<file path="config.mk">
export PLATFORM = sky130hd
export DESIGN_NAME = ha_array_accumulator_flat
export DESIGN_NICKNAME = d
export VERILOG_FILES = /design/src/rtl/ha_array_accumulator_pkg.sv /design/src/rtl/ha_array_accumulator_if.sv /design/src/rtl/ha_array_accumulator_group.sv /design/src/rtl/ha_array_accumulator.sv /design/src/flat_wrapper.sv
export SDC_FILE = /design/constraint.sdc
export NUM_CORES = 1
export LEC_CHECK = 0
export BUFFER_PORTS_ARGS = -buffer_cell sky130_fd_sc_hd__buf_2
export CAP_MARGIN = 5
export CORE_ASPECT_RATIO = 1.75
export CORE_UTILIZATION = 35
export DETAILED_ROUTE_END_ITERATION = 10
export GPL_ROUTABILITY_DRIVEN = 1
export SLEW_MARGIN = 20
export SYNTH_ARGS = -nofsm -noshare
export SYNTH_HDL_FRONTEND = slang
export SYNTH_SLANG_ARGS = --single-unit
</file>
<file path="constraint.sdc">
create_clock -name clk -period 11.09 [get_ports clk]
set_clock_uncertainty 0.05 [all_clocks]
set_input_delay 2.218 -clock clk [delete_from_list [all_inputs] [get_ports clk]]
set_output_delay 2.218 -clock clk [all_outputs]
set_load 0.005 [all_outputs]
</file>
<file path="src/rtl/ha_array_accumulator_pkg.sv">
// Shared widths, state encoding and group-weight helper for the
// half-adder array accumulator.
package ha_array_pkg;

    localparam int B_W        = 7;
    localparam int T_W        = 9;
    localparam int P_W        = 16;
    localparam int ACC_W      = 17;
    localparam int NUM_GROUPS = 4;
    localparam int G_W        = 11;
    localparam int CNT_W      = 2;

    typedef enum logic [1:0] {
        IDLE = 2'd0,
        ACC  = 2'd1,
        DONE = 2'd2
    } state_t;

    // Group g sits 2g bit positions above group 0 in the final product.
    function automatic int group_shift(input int g);
        return 2 * g;
    endfunction

endpackage

</file>
<file path="src/rtl/ha_array_accumulator_if.sv">
// Operand/result handshake bundle between the multiplier front end and the
// accumulator. The master drives operands and accepts results.
interface ha_array_accumulator_if;
    import ha_array_pkg::*;

    logic             in_valid;
    logic             in_ready;
    logic [B_W-1:0]   ha_array_0_b;
    logic [B_W-1:0]   ha_array_1_b;
    logic [B_W-1:0]   ha_array_2_b;
    logic [B_W-1:0]   ha_array_3_b;
    logic [T_W-1:0]   ha_array_0_t;
    logic [T_W-1:0]   ha_array_1_t;
    logic [T_W-1:0]   ha_array_2_t;
    logic [T_W-1:0]   ha_array_3_t;
    logic             out_valid;
    logic             out_ready;
    logic [P_W-1:0]   prod;
    logic             sat;
    logic             busy;

    modport master (
        output in_valid,
        output ha_array_0_b, ha_array_1_b, ha_array_2_b, ha_array_3_b,
        output ha_array_0_t, ha_array_1_t, ha_array_2_t, ha_array_3_t,
        output out_ready,
        input  in_ready, out_valid, prod, sat, busy
    );

    modport slave (
        input  in_valid,
        input  ha_array_0_b, ha_array_1_b, ha_array_2_b, ha_array_3_b,
        input  ha_array_0_t, ha_array_1_t, ha_array_2_t, ha_array_3_t,
        input  out_ready,
        output in_ready, out_valid, prod, sat, busy
    );

endinterface

</file>
<file path="src/rtl/ha_array_accumulator_group.sv">
// Value of one partial-product group: t row at weight i, b row at weight i+2.
module ha_group_value
    import ha_array_pkg::*;
(
    input  logic [B_W-1:0] i_b,
    input  logic [T_W-1:0] i_t,
    output logic [G_W-1:0] o_g
);

    // Max 511 + 508 = 1019, fits in G_W bits without overflow.
    assign o_g = G_W'(i_t) + (G_W'(i_b) << 2);

endmodule

</file>
<file path="src/rtl/ha_array_accumulator.sv">
// Sequential reducer: captures four ha_array groups, adds one weighted group
// per cycle, then presents a saturated 16-bit product until accepted.
//
// state | meaning
// IDLE  | in_ready high, waiting for an operand set
// ACC   | adding group r_cnt (0..3) into the accumulator
// DONE  | out_valid high, prod/sat held until out_ready
module ha_array_accumulator
    import ha_array_pkg::*;
(
    input  logic                   clk,
    input  logic                   rst,
    ha_array_accumulator_if.slave  bus
);

    state_t              r_state;
    state_t              w_state_next;
    logic [CNT_W-1:0]    r_cnt;
    logic [ACC_W-1:0]    r_acc;
    logic [B_W-1:0]      r_b [NUM_GROUPS];
    logic [T_W-1:0]      r_t [NUM_GROUPS];
    logic [P_W-1:0]      r_prod;
    logic                r_sat;

    logic                w_capture;
    logic                w_last;
    logic [B_W-1:0]      w_sel_b;
    logic [T_W-1:0]      w_sel_t;
    logic [G_W-1:0]      w_g;
    logic [ACC_W-1:0]    w_g_ext;
    logic [ACC_W-1:0]    w_term;
    logic [ACC_W-1:0]    w_acc_next;

    assign w_capture = (r_state == IDLE) && bus.in_valid;
    assign w_last    = (r_cnt == CNT_W'(NUM_GROUPS - 1));

    assign w_sel_b = r_b[r_cnt];
    assign w_sel_t = r_t[r_cnt];

    ha_group_value u_group_value (
        .i_b (w_sel_b),
        .i_t (w_sel_t),
        .o_g (w_g)
    );

    assign w_g_ext = ACC_W'(w_g);

    // Place the current group at its weight; a fixed mux keeps the shifter cheap.
    always_comb begin
        w_term = w_g_ext;
        case (r_cnt)
            2'd0:    w_term = w_g_ext << group_shift(0);
            2'd1:    w_term = w_g_ext << group_shift(1);
            2'd2:    w_term = w_g_ext << group_shift(2);
            2'd3:    w_term = w_g_ext << group_shift(3);
            default: w_term = w_g_ext;
        endcase
    end

    // Worst case 86615 < 2^17, so this add never wraps.
    assign w_acc_next = r_acc + w_term;

    // State register.
    always_ff @(posedge clk or posedge rst) begin
        if (rst) begin
            r_state <= IDLE;
        end else begin
            r_state <= w_state_next;
        end
    end

    // Next-state decode.
    always_comb begin
        w_state_next = r_state;
        case (r_state)
            IDLE:    if (bus.in_valid)  w_state_next = ACC;
            ACC:     if (w_last)        w_state_next = DONE;
            DONE:    if (bus.out_ready) w_state_next = IDLE;
            default: w_state_next = IDLE;
        endcase
    end

    // Operand capture, accumulation and registered result.
    always_ff @(posedge clk or posedge rst) begin
        if (rst) begin
            r_cnt  <= '0;
            r_acc  <= '0;
            r_prod <= '0;
            r_sat  <= 1'b0;
            for (int g = 0; g < NUM_GROUPS; g++) begin
                r_b[g] <= '0;
                r_t[g] <= '0;
            end
        end else if (w_capture) begin
            r_cnt  <= '0;
            r_acc  <= '0;
            r_b[0] <= bus.ha_array_0_b;
            r_b[1] <= bus.ha_array_1_b;
            r_b[2] <= bus.ha_array_2_b;
            r_b[3] <= bus.ha_array_3_b;
            r_t[0] <= bus.ha_array_0_t;
            r_t[1] <= bus.ha_array_1_t;
            r_t[2] <= bus.ha_array_2_t;
            r_t[3] <= bus.ha_array_3_t;
        end else if (r_state == ACC) begin
            r_acc <= w_acc_next;
            r_cnt <= r_cnt + 1'b1;
            if (w_last) begin
                // Bit 16 set means the sum exceeded 16'hFFFF.
                r_prod <= w_acc_next[ACC_W-1] ? {P_W{1'b1}} : w_acc_next[P_W-1:0];
                r_sat  <= w_acc_next[ACC_W-1];
            end
        end
    end

    assign bus.in_ready  = (r_state == IDLE);
    assign bus.out_valid = (r_state == DONE);
    assign bus.busy      = (r_state != IDLE);
    assign bus.prod      = r_prod;
    assign bus.sat       = r_sat;

endmodule

</file>
<file path="src/flat_wrapper.sv">
// flat-port wrapper written by rule: the top's interface ports become plain ports
module ha_array_accumulator_flat import ha_array_pkg::*;
  (clk, rst, bus_in_valid, bus_ha_array_0_b, bus_ha_array_1_b, bus_ha_array_2_b, bus_ha_array_3_b, bus_ha_array_0_t, bus_ha_array_1_t, bus_ha_array_2_t, bus_ha_array_3_t, bus_out_ready, bus_in_ready, bus_out_valid, bus_prod, bus_sat, bus_busy);
  ha_array_accumulator_if bus_i ();
  input  logic clk;
  input  logic rst;
  input wire logic [$bits(bus_i.in_valid)-1:0] bus_in_valid;
  input wire logic [$bits(bus_i.ha_array_0_b)-1:0] bus_ha_array_0_b;
  input wire logic [$bits(bus_i.ha_array_1_b)-1:0] bus_ha_array_1_b;
  input wire logic [$bits(bus_i.ha_array_2_b)-1:0] bus_ha_array_2_b;
  input wire logic [$bits(bus_i.ha_array_3_b)-1:0] bus_ha_array_3_b;
  input wire logic [$bits(bus_i.ha_array_0_t)-1:0] bus_ha_array_0_t;
  input wire logic [$bits(bus_i.ha_array_1_t)-1:0] bus_ha_array_1_t;
  input wire logic [$bits(bus_i.ha_array_2_t)-1:0] bus_ha_array_2_t;
  input wire logic [$bits(bus_i.ha_array_3_t)-1:0] bus_ha_array_3_t;
  input wire logic [$bits(bus_i.out_ready)-1:0] bus_out_ready;
  output wire logic [$bits(bus_i.in_ready)-1:0] bus_in_ready;
  output wire logic [$bits(bus_i.out_valid)-1:0] bus_out_valid;
  output wire logic [$bits(bus_i.prod)-1:0] bus_prod;
  output wire logic [$bits(bus_i.sat)-1:0] bus_sat;
  output wire logic [$bits(bus_i.busy)-1:0] bus_busy;
  assign bus_i.in_valid = bus_in_valid;
  assign bus_i.ha_array_0_b = bus_ha_array_0_b;
  assign bus_i.ha_array_1_b = bus_ha_array_1_b;
  assign bus_i.ha_array_2_b = bus_ha_array_2_b;
  assign bus_i.ha_array_3_b = bus_ha_array_3_b;
  assign bus_i.ha_array_0_t = bus_ha_array_0_t;
  assign bus_i.ha_array_1_t = bus_ha_array_1_t;
  assign bus_i.ha_array_2_t = bus_ha_array_2_t;
  assign bus_i.ha_array_3_t = bus_ha_array_3_t;
  assign bus_i.out_ready = bus_out_ready;
  assign bus_in_ready = bus_i.in_ready;
  assign bus_out_valid = bus_i.out_valid;
  assign bus_prod = bus_i.prod;
  assign bus_sat = bus_i.sat;
  assign bus_busy = bus_i.busy;
  ha_array_accumulator u_core (.clk(clk), .rst(rst), .bus(bus_i));
endmodule
</file>
Yosys cells after proc, flatten, opt, wreduce, memory -nomap -nowiden
Index checks and enable logic that the tools add are counted.

$lt $le $gt $ge: 1. Bitwise logic cells: 2. Mux-type cells: 16. Add/sub/neg operators: 3. Eq/ne operators: 8. Reductions and logical operators: 7.

Operators by type and width (number): 17-bit one-hot mux with 4 select lines (1); 17-bit two-way mux (2); 9-bit binary-select mux with 2-bit select (1); 9-bit two-way mux (2); 17-bit adder (1); 16-bit two-way mux (1); 7-bit binary-select mux with 2-bit select (1); 7-bit two-way mux (2); 9-bit by 9-bit adder with 10-bit output (1); 2-bit two-way mux (5); 2-bit equality test, second input constant (3); 2-bit one-hot mux with 3 select lines (1); 3-bit AND reduction (2); 2-bit by 1-bit equality test with 1-bit output, second input constant (2); 2-bit logical NOT (2); 2-bit != test, second input constant (2); 2-bit nonzero test (2); 3-bit greater-or-equal comparator, second input constant (1); 2-bit inverter with 3-bit output (1); 2-bit by 1-bit adder with 2-bit output, second input constant (1); 2-bit by 1-bit != test with 1-bit output, second input constant (1); 1-bit logical AND (1); 1-bit inverter (1).

Logic and storage cells: 50. Output and inout port bits: 20. Register bits after elaboration: 102. Input port bits: 68.

Depth between registers and ports, before layout
Gate-level depths: netlist of run 1.

Depth after elaboration: 9. Depth in mapped cells: 20. Mapped depth without buffers: 18.

By module
Synthesis of run 1 repeated with hierarchy kept, for this count alone.

Cell total of the unflattened synthesis: 612. Area total of the unflattened synthesis: 5569.1 um2.

Modules (own cells, without submodules): ha_array_accumulator (cells each 571, seq. area each 2552.4 um2, area an instance 5256.3 um2, times used 1); ha_group_value (cells each 41, seq. area each 0.0 um2, area an instance 312.8 um2, times used 1).

Worst setup path after synthesis of run 1
OpenSTA, ideal clock, no wires.

Path type: reg-to-reg. Start point: register u_core.r_cnt[0]. End point: register u_core.r_prod[0], in the netlist u_core.bus.prod[0]. Stages on the path, launching flop included: 18. Clock period less this slack: 4.499 ns. Setup slack: 6.591 ns. Required time: 10.919 ns. Setup time: 0.121 ns. Buffers on the path: 1. Arrival time: 4.328 ns. Path through: dfrtp_1 > buf_2 > mux4_2 > ha_1 > fa_1 > a21o_1 > a21oi_1 > o21bai_1 > a21oi_2 > xnor2_1 > a222oi_1 > nor2_1 > ha_1 > nand3_1 > o21a_4 > o21ai_4 > mux2_4 > o22a_1.

Cells in the longest elaborated chain, start to end: 8. Elaborated cells on any way between the ends: 16. Those cells by class: add/sub: 2; eq/ne: 3; mux: 8; bitwise: 1; reduce/logical: 2.

RTL lines: from (decl) (RTL line ha_array_accumulator.sv:18) `logic [CNT_W-1:0] r_cnt;`; from (signal assigned) (RTL line ha_array_accumulator.sv:107) `r_cnt <= r_cnt + 1'b1;`; 2-bit inverter with 3-bit output (not written as such) (RTL line ha_array_accumulator.sv:37, ha_array_accumulator.sv:38); 9-bit binary-select mux with 2-bit select or 7-bit binary-select mux with 2-bit select (tied branches) (RTL line ha_array_accumulator.sv:38, ha_array_accumulator.sv:37); 9-bit two-way mux (not written as such) or 7-bit two-way mux (tied branches) (2 in a row) (RTL line ha_array_accumulator.sv:38, ha_array_accumulator.sv:37); 9-bit by 9-bit adder with 10-bit output (RTL line ha_array_accumulator_group.sv:11) `assign o_g = G_W'(i_t) + (G_W'(i_b) << 2);`; 17-bit one-hot mux with 4 select lines (RTL line ha_array_accumulator.sv:51) `case (r_cnt)`; 17-bit adder (RTL line ha_array_accumulator.sv:61) `assign w_acc_next = r_acc + w_term;`; 16-bit two-way mux (RTL line ha_array_accumulator.sv:110) `r_prod <= w_acc_next[ACC_W-1] ? {P_W{1'b1}} : w_acc_next[P_W-1:0];`; to (signal assigned) (RTL line ha_array_accumulator.sv:110); to (decl) (RTL line ha_array_accumulator.sv:22) `logic [P_W-1:0] r_prod;`.

Several ways; a longest one is shown, not always the timed one. The select of a mux whose other input is x is not followed. A chain may end at the register's enable or synchronous reset.

Worst setup path in the final report of run 1
Start point: register u_core.r_cnt[1]. End point: register u_core.r_prod[14], in the netlist u_core.bus.prod[14].

Same word-level chain as after synthesis.

==> results of run 1 <==
==> placed cells by master, fill, tap and decap left out, drive strengths merged, types with 2 or more instances in the layout <==
cell / netlist / routed
and2: 2 / 2
nand2b: 4 / 4
o31ai: 2 / 2
nand3: 18 / 18
nor2b: 5 / 5
mux4: 16 / 16
fa: 2 / 2
ha: 27 / 27
o21bai: 2 / 2
clkinv: 0 / 2
or3: 2 / 2
o21ai: 23 / 23
nor3: 3 / 3
a22oi: 3 / 3
buf: 7 / 92
a21o: 7 / 7
a221oi: 2 / 2
o22a: 9 / 9
clkinvlp: 0 / 2
a222oi: 3 / 3
a211oi: 2 / 2
xnor2: 10 / 10
clkbuf: 24 / 9
nand4: 2 / 2
inv: 13 / 15
a22o: 3 / 3
xor2: 9 / 9
a21oi: 29 / 29
nor2: 31 / 31
nand2: 225 / 225
o211ai: 3 / 3
a221o: 2 / 2
dfrtp: 102 / 102
==> path summary, 6_finish.rpt <==
| path | from | to | slack (ns) | cells after the start |
|---|---|---|---|---|
| max | u_core.r_cnt[1]$_DFFE_PP0P_ | u_core.bus.prod[14]$_DFFE_PP0P_ | 6.13 | 16 |
| max reg2reg | u_core.r_cnt[1]$_DFFE_PP0P_ | u_core.bus.prod[14]$_DFFE_PP0P_ | 6.13 | 16 |
| min | u_core.r_t[10]$_DFFE_PP0P_ | u_core.r_t[10]$_DFFE_PP0P_ | 0.43 | 2 |
| min reg2reg | u_core.r_t[10]$_DFFE_PP0P_ | u_core.r_t[10]$_DFFE_PP0P_ | 0.43 | 2 |
| max in group asynchronous | rst | u_core.r_acc[4]$_DFFE_PP0P_ | 7.93 | 3 |
| min in group asynchronous | rst | u_core.r_state[1]$_DFFE_PP0P_ | 1.82 | 2 |
==> layout make-up <==
type / count / area, µm²
timing repair buffer: 92 / 473
tap: 186 / 233
sequential: 102 / 2550
inverter: 13 / 51.3
fill: 1546 / 9010
multi-input combinational: 459 / 2830
clock buffer: 9 / 225
clock inverter: 7 / 82.6
==> layer usage <==
metal	track usage	wire, µm	vias up
li1	-	-	2192
met1	0.185	5120	2160
met2	0.333	7690	104
met3	0.0252	417	31
met4	0.107	747	0
met5	0	0	-
==> metrics by stage <==
| step | setup WS (ns) | hold slack (ns) |
|---|---|---|
| CTS | 6.12 | 0.431 |
| finish | 6.13 | 0.428 |
| floorplan | 6.15 | 0.390 |
| global route | 5.79 | 0.452 |
| detailed placement | 6.15 | 0.413 |
| global placement | 6.23 | 0.404 |
==> registers in the layout, indices dropped and copies added (netlist names) <==
signal and cells:
u_core.r_acc 17, u_core.bus.prod 16, u_core.bus.sat 1, u_core.r_b 28, u_core.r_t 36, u_core.r_cnt 2
u_core.r_state 2
==> kinds of logic after synthesis <==
logic type                 share of synthesized area
muxes                                         0.0716
DFF                                            0.459
buffers and inverters                         0.0322
adders and majority gates                     0.0680
AOI/OAI and AO/OA                              0.128
and+or+nand+nor                                0.211
xor gates and xnor gates                      0.0299
==> worst max-delay path: cells and delay by family, from the launching register on <==
family / cells / cell delay (ns)
flip-flops: 1 / 0.83
AO/OA/AOI/OAI: 8 / 1.68
XOR/XNOR: 1 / 0.11
AND/OR/NAND/NOR: 2 / 0.24
multiplexers: 2 / 0.87
adder cells (fa/ha/maj): 3 / 1.05
==> flow_summary_export.csv, run 1 <==
group,metric,value,unit
worst_setup_path,cp_max_fo,19,
global_routing,antenna_found_initial,0,
clocking,cts.repair.resized,0,
yosys,yosys_warnings,0,
global_routing,grt_max_degree,83,
drt,routed_wl,14.0,mm
timing,worst-slew-pin-transition,1.04,ns
layout,area_growth,16.0,%
layout,drive_gt1_frac,0.208,
floorplan,die_h,169,µm
status,outcome,"complete, no violations",
worst_setup_path,criticalPathCategory,"reg2reg",
global_routing,grt_usage,0.177,
worst_setup_path,cp_slowest_cell,"dfrtp_1",
yosys,ys.flop_type,"dfrtp_1",
floorplan,core,15500,µm²
clocking,htree_levels,3,
timing,finalMaxSlewViolations,0,
drt,ant_nets,0,
yosys,netlist_area,5560,µm²
layout,post-route-util,0.417,
worst_setup_path,cpPeakStageDelay,0.83,ns
layout,antenna_cells,0,
yosys,yosysSeqAreaShare,0.459,
global_routing,overflow,0,
place,dp.cells,852,
floorplan,dieArea,16400,µm²
yosys,syn_inst,605,
global_routing,grt_pass1_wl,23.0,mm
drt,vias,4487,
layout,nNetsFinal,774,
worst_setup_path,cp-start-kind,"register",
place,portBuffers,87,
yosys,yosysUniqueCellTypes,53,
yosys,synth_area_leader_cell,"dfrtp_1",
worst_setup_path,cp.arrival,5.12,ns
yosys,synth_edf_count,0,
timing,finalCriticalPeriod,4.96,ns
yosys,synth_common_cells,"nand2_1 (225), dfrtp_1 (102), nor2_1 (31)",
clocking,cts_buffers,9,
clocking,post_cts_buffers,0,
drt,vias_per_cell,5.17,
yosys,synth_top_cell_area_share,0.459,
worst_setup_path,worstPathCellList,"mux4_2 -> ha_1 -> fa_1 -> a21o_1 -> a21oi_1 -> o21bai_1 -> a21oi_2 -> xnor2_1 -> a222oi_1 -> nor2_1 -> ha_1 -> nand3_1 -> o21a_4 -> o21ai_4 -> mux2i_4 -> a21oi_1",
timing,rsz0062_at_grt,"no",
drt,drt_iter0_markers,180,
yosys,ys_seq_elements,102,
clocking,cts_tree,"yes",
yosys,synthArstFlopShare,1.00,
timing,finalSetupTns,0,ns
timing,hold_viol_final,0,
worst_setup_path,crit_path_end_kind,"register",
timing,setup_viol_count_final,0,
worst_setup_path,crit_required,11.26,ns
clocking,cts_buffer_depth,2,
place,dp_hpwl,10.6,mm
clocking,root_buffer,"clkbuf_16",
drt,first_pass_iters,4,
floorplan,row_count,60,
place,globalplace.congestion,0.920,
yosys,synthesis.nets,702,
floorplan,start_util,0.359,
clocking,clk_latency,0.35,ns
floorplan,ioPinCount,88,
layout,finish.instance_area,6450,µm²
min_path,hold_path_class,"reg2reg",
yosys,yosysMostFrequentCell,"nand2_1",
global_routing,grt_pass1_vias,4690,
timing,fin_crit_sh,0.447,
timing,fmax,202,MHz
job,max-cap-violations,0,
yosys,syn_area_per_cell,9.19,µm²
floorplan,fp.dieW,97.3,µm
clocking,cts.sinks,102,
layout,instances_no_fill,868,
timing,relSlewSlack,0.303,
yosys,synthTopCellsByArea,"dfrtp_1 (46%), nand2_1 (15%), mux4_2 (6.5%), ha_1 (6.1%), nor2_1 (2.1%)",
drt,wl_per_cell,16.1,µm
drt,post-route-drc-count,0,
clocking,path_clk_slew,0.07,ns
place,placedInstanceArea,6140,µm²
clocking,ctsHoldBuffers,0,
Power of run 1 is not shown: default switching activity piles up to over one toggle a cycle in this logic, so the estimate is an artifact.
==> run 2: changes to the inputs <==
Clock period 11.09 ns to 4.11 ns, I/O delays scaled along.
==> run 2 against run 1 <==
  * The run now ends with setup timing left
  * Final cell count up 7.5%
  * Die area is the same
  * Register-to-register slack got worse by 6.4 ns
  * Sequential cell count unchanged
  * Wire length increased by 7.6%
  * Utilization grew 5.1 points
  * Highest routed layer unchanged
==> flow_summary_export.csv, run 2 (synthesized netlist as in run 1, its figures left out) <==
group,metric,value,unit
drt,drt_iter0_markers,225,
layout,drive_gt1_frac,0.321,
clocking,cts.sinks,102,
worst_setup_path,cp.arrival,4.59,ns
layout,antenna_cells,0,
clocking,htree_levels,3,
clocking,ctsHoldBuffers,0,
layout,nFillCells,1473,
drt,routed_wl,15.0,mm
place,dp_hpwl,11.4,mm
layout,area_growth,30.2,%
worst_setup_path,cp_slowest_cell,"mux4_2",
timing,hold_viol_final,0,
worst_setup_path,crit_required,4.29,ns
timing,finalCriticalPeriod,4.41,ns
place,post-place-ws,-0.316,ns
timing,finalMaxSlewViolations,0,
clocking,cts_tree,"yes",
status,outcome,"finished with violations",
worst_setup_path,cp-start-kind,"register",
floorplan,fp.dieW,97.3,µm
layout,top_regs,"u_core.r_t (36), u_core.r_b (28), u_core.r_acc (17)",
clocking,cts_buffers,9,
drt,vias_per_cell,5.16,
worst_setup_path,worstPathCellList,"buf_6 -> mux4_2 -> ha_4 -> fa_2 -> buf_4 -> xor2_2 -> a222oi_1 -> a21oi_1 -> ha_1 -> buf_6 -> o21ai_2 -> nand2b_1 -> o211ai_2 -> o21a_4 -> o21ai_4 -> mux2_4 -> o22a_1",
global_routing,grt_max_degree,68,
status,failed_checks,"setup timing",
timing,fmax,227,MHz
drt,ant_nets,0,
layout,post-route-util,0.468,
worst_setup_path,criticalPathCategory,"reg2reg",
global_routing,antenna_found_initial,0,
timing,worst-slew-pin-transition,1.04,ns
clocking,cts_buffer_depth,2,
job,max-cap-violations,0,
worst_setup_path,crit_family,"compound AO/OA/AOI/OAI gates",
timing,fin_crit_sh,1.07,
drt,wl_per_cell,16.1,µm
floorplan,die_h,169,µm
floorplan,dieArea,16400,µm²
worst_setup_path,crit_buf_inv,3,
worst_setup_path,critical_path.most_common_cell,"buf_6",
place,globalplace.congestion,0.922,
floorplan,ioPinCount,88,
layout,final_common_cell,"nand2_1",
timing,rsz0062_at_grt,"yes",
drt,first_pass_iters,5,
timing,finalSetupTns,-5.76,ns
layout,nNetsFinal,839,
drt,vias,4813,
layout,layout_common_cells,"nand2_1 (223), dfrtp_1 (101), buf_2 (87), buf_4 (56), nor2_1 (28)",
global_routing,grt_pass1_wl,24.7,mm
min_path,hold_path_class,"reg2reg",
clocking,root_buffer,"clkbuf_16",
floorplan,start_util,0.359,
timing,setup_viol_count_final,24,
timing,layout_setup_ws,-0.300,ns
global_routing,grt_usage,0.189,
floorplan,core,15500,µm²
floorplan,row_count,60,
place,portBuffers,87,
worst_setup_path,cpPeakStageDelay,0.52,ns
clocking,path_clk_slew,0.08,ns
drt,post-route-drc-count,0,
layout,multi_input_area,3080,µm²
layout,regMostFlops,"u_core.r_t",
layout,largest_reg_flops,36,
layout,regArea,2550,µm²
worst_setup_path,cp_max_fo,5,
worst_setup_path,crit_path_end_kind,"register",
timing,relSlewSlack,0.308,
global_routing,grt_pass1_vias,5071,
clocking,clk_latency,0.35,ns
global_routing,overflow,0,
[run 2: cell types whose count changed in the layout (fill, tap and decap cells not counted), sizes merged]
cell,previous run,this run
buf,92,156
clkinvlp,2,0
inv,15,17
mux2,1,2
[run 2: what timing repair did]
action                                  4_1_cts  5_1_grt
setup buffers                                 5        7
cloned                                        1        0
pin swaps                                     9        8
endpoints found under the setup margin       23       27
resized for setup                            19       42
[run 2: final timing paths]
check | endpoint | slack [ns] | startpoint | cells after the start
worst max-delay path | u_core.bus.prod[6]$_DFFE_PP0P_ | -0.30 | u_core.r_cnt[0]$_DFFE_PP0P_ | 17
worst min-delay path | u_core.r_b[20]$_DFFE_PP0P_ | 0.42 | u_core.r_b[20]$_DFFE_PP0P_ | 2
worst max register to register | u_core.bus.prod[6]$_DFFE_PP0P_ | -0.30 | u_core.r_cnt[0]$_DFFE_PP0P_ | 17
worst min register to register | u_core.r_b[20]$_DFFE_PP0P_ | 0.42 | u_core.r_b[20]$_DFFE_PP0P_ | 2
max in group asynchronous | u_core.bus.prod[6]$_DFFE_PP0P_ | 2.67 | rst | 3
min in group asynchronous | u_core.r_t[27]$_DFFE_PP0P_ | 0.56 | rst | 2
[run 2: cell type report]
class,count,area share
Timing Repair Buffer,156,0.140
Tap cell,186,0.0322
Clock inverter,7,0.0121
Clock buffer,9,0.0311
Multi-Input combinational cell,460,0.425
Inverter,13,0.00709
Sequential cell,102,0.353
[run 2: tightest hold or removal path, cell delays in order (launching register included)]
cell and delay, ns:
dfrtp_1 0.34, nand2_1 0.05, nand2_1 0.05
[run 2: stage by stage]
stage,area [µm²],hold slack [ns],instances
floorplan,5580,0.390,605
global placement,6560,0.405,904
detailed placement,6560,0.407,904
CTS,7020,0.428,926
global route,7240,0.445,933
finish,7240,0.424,933
[run 2: routing by layer]
| metal | up-vias | track usage | share of wire |
|---|---|---|---|
| met2 | 125 | 0.369 | 0.56 |
| met3 | 36 | 0.0260 | 0.027 |
| met4 | 0 | 0.101 | 0.051 |
| li1 | 2307 | - | - |
| met5 | - | 0 | 0 |
| met1 | 2345 | 0.192 | 0.36 |
Power of run 2 is left out for the same reason.
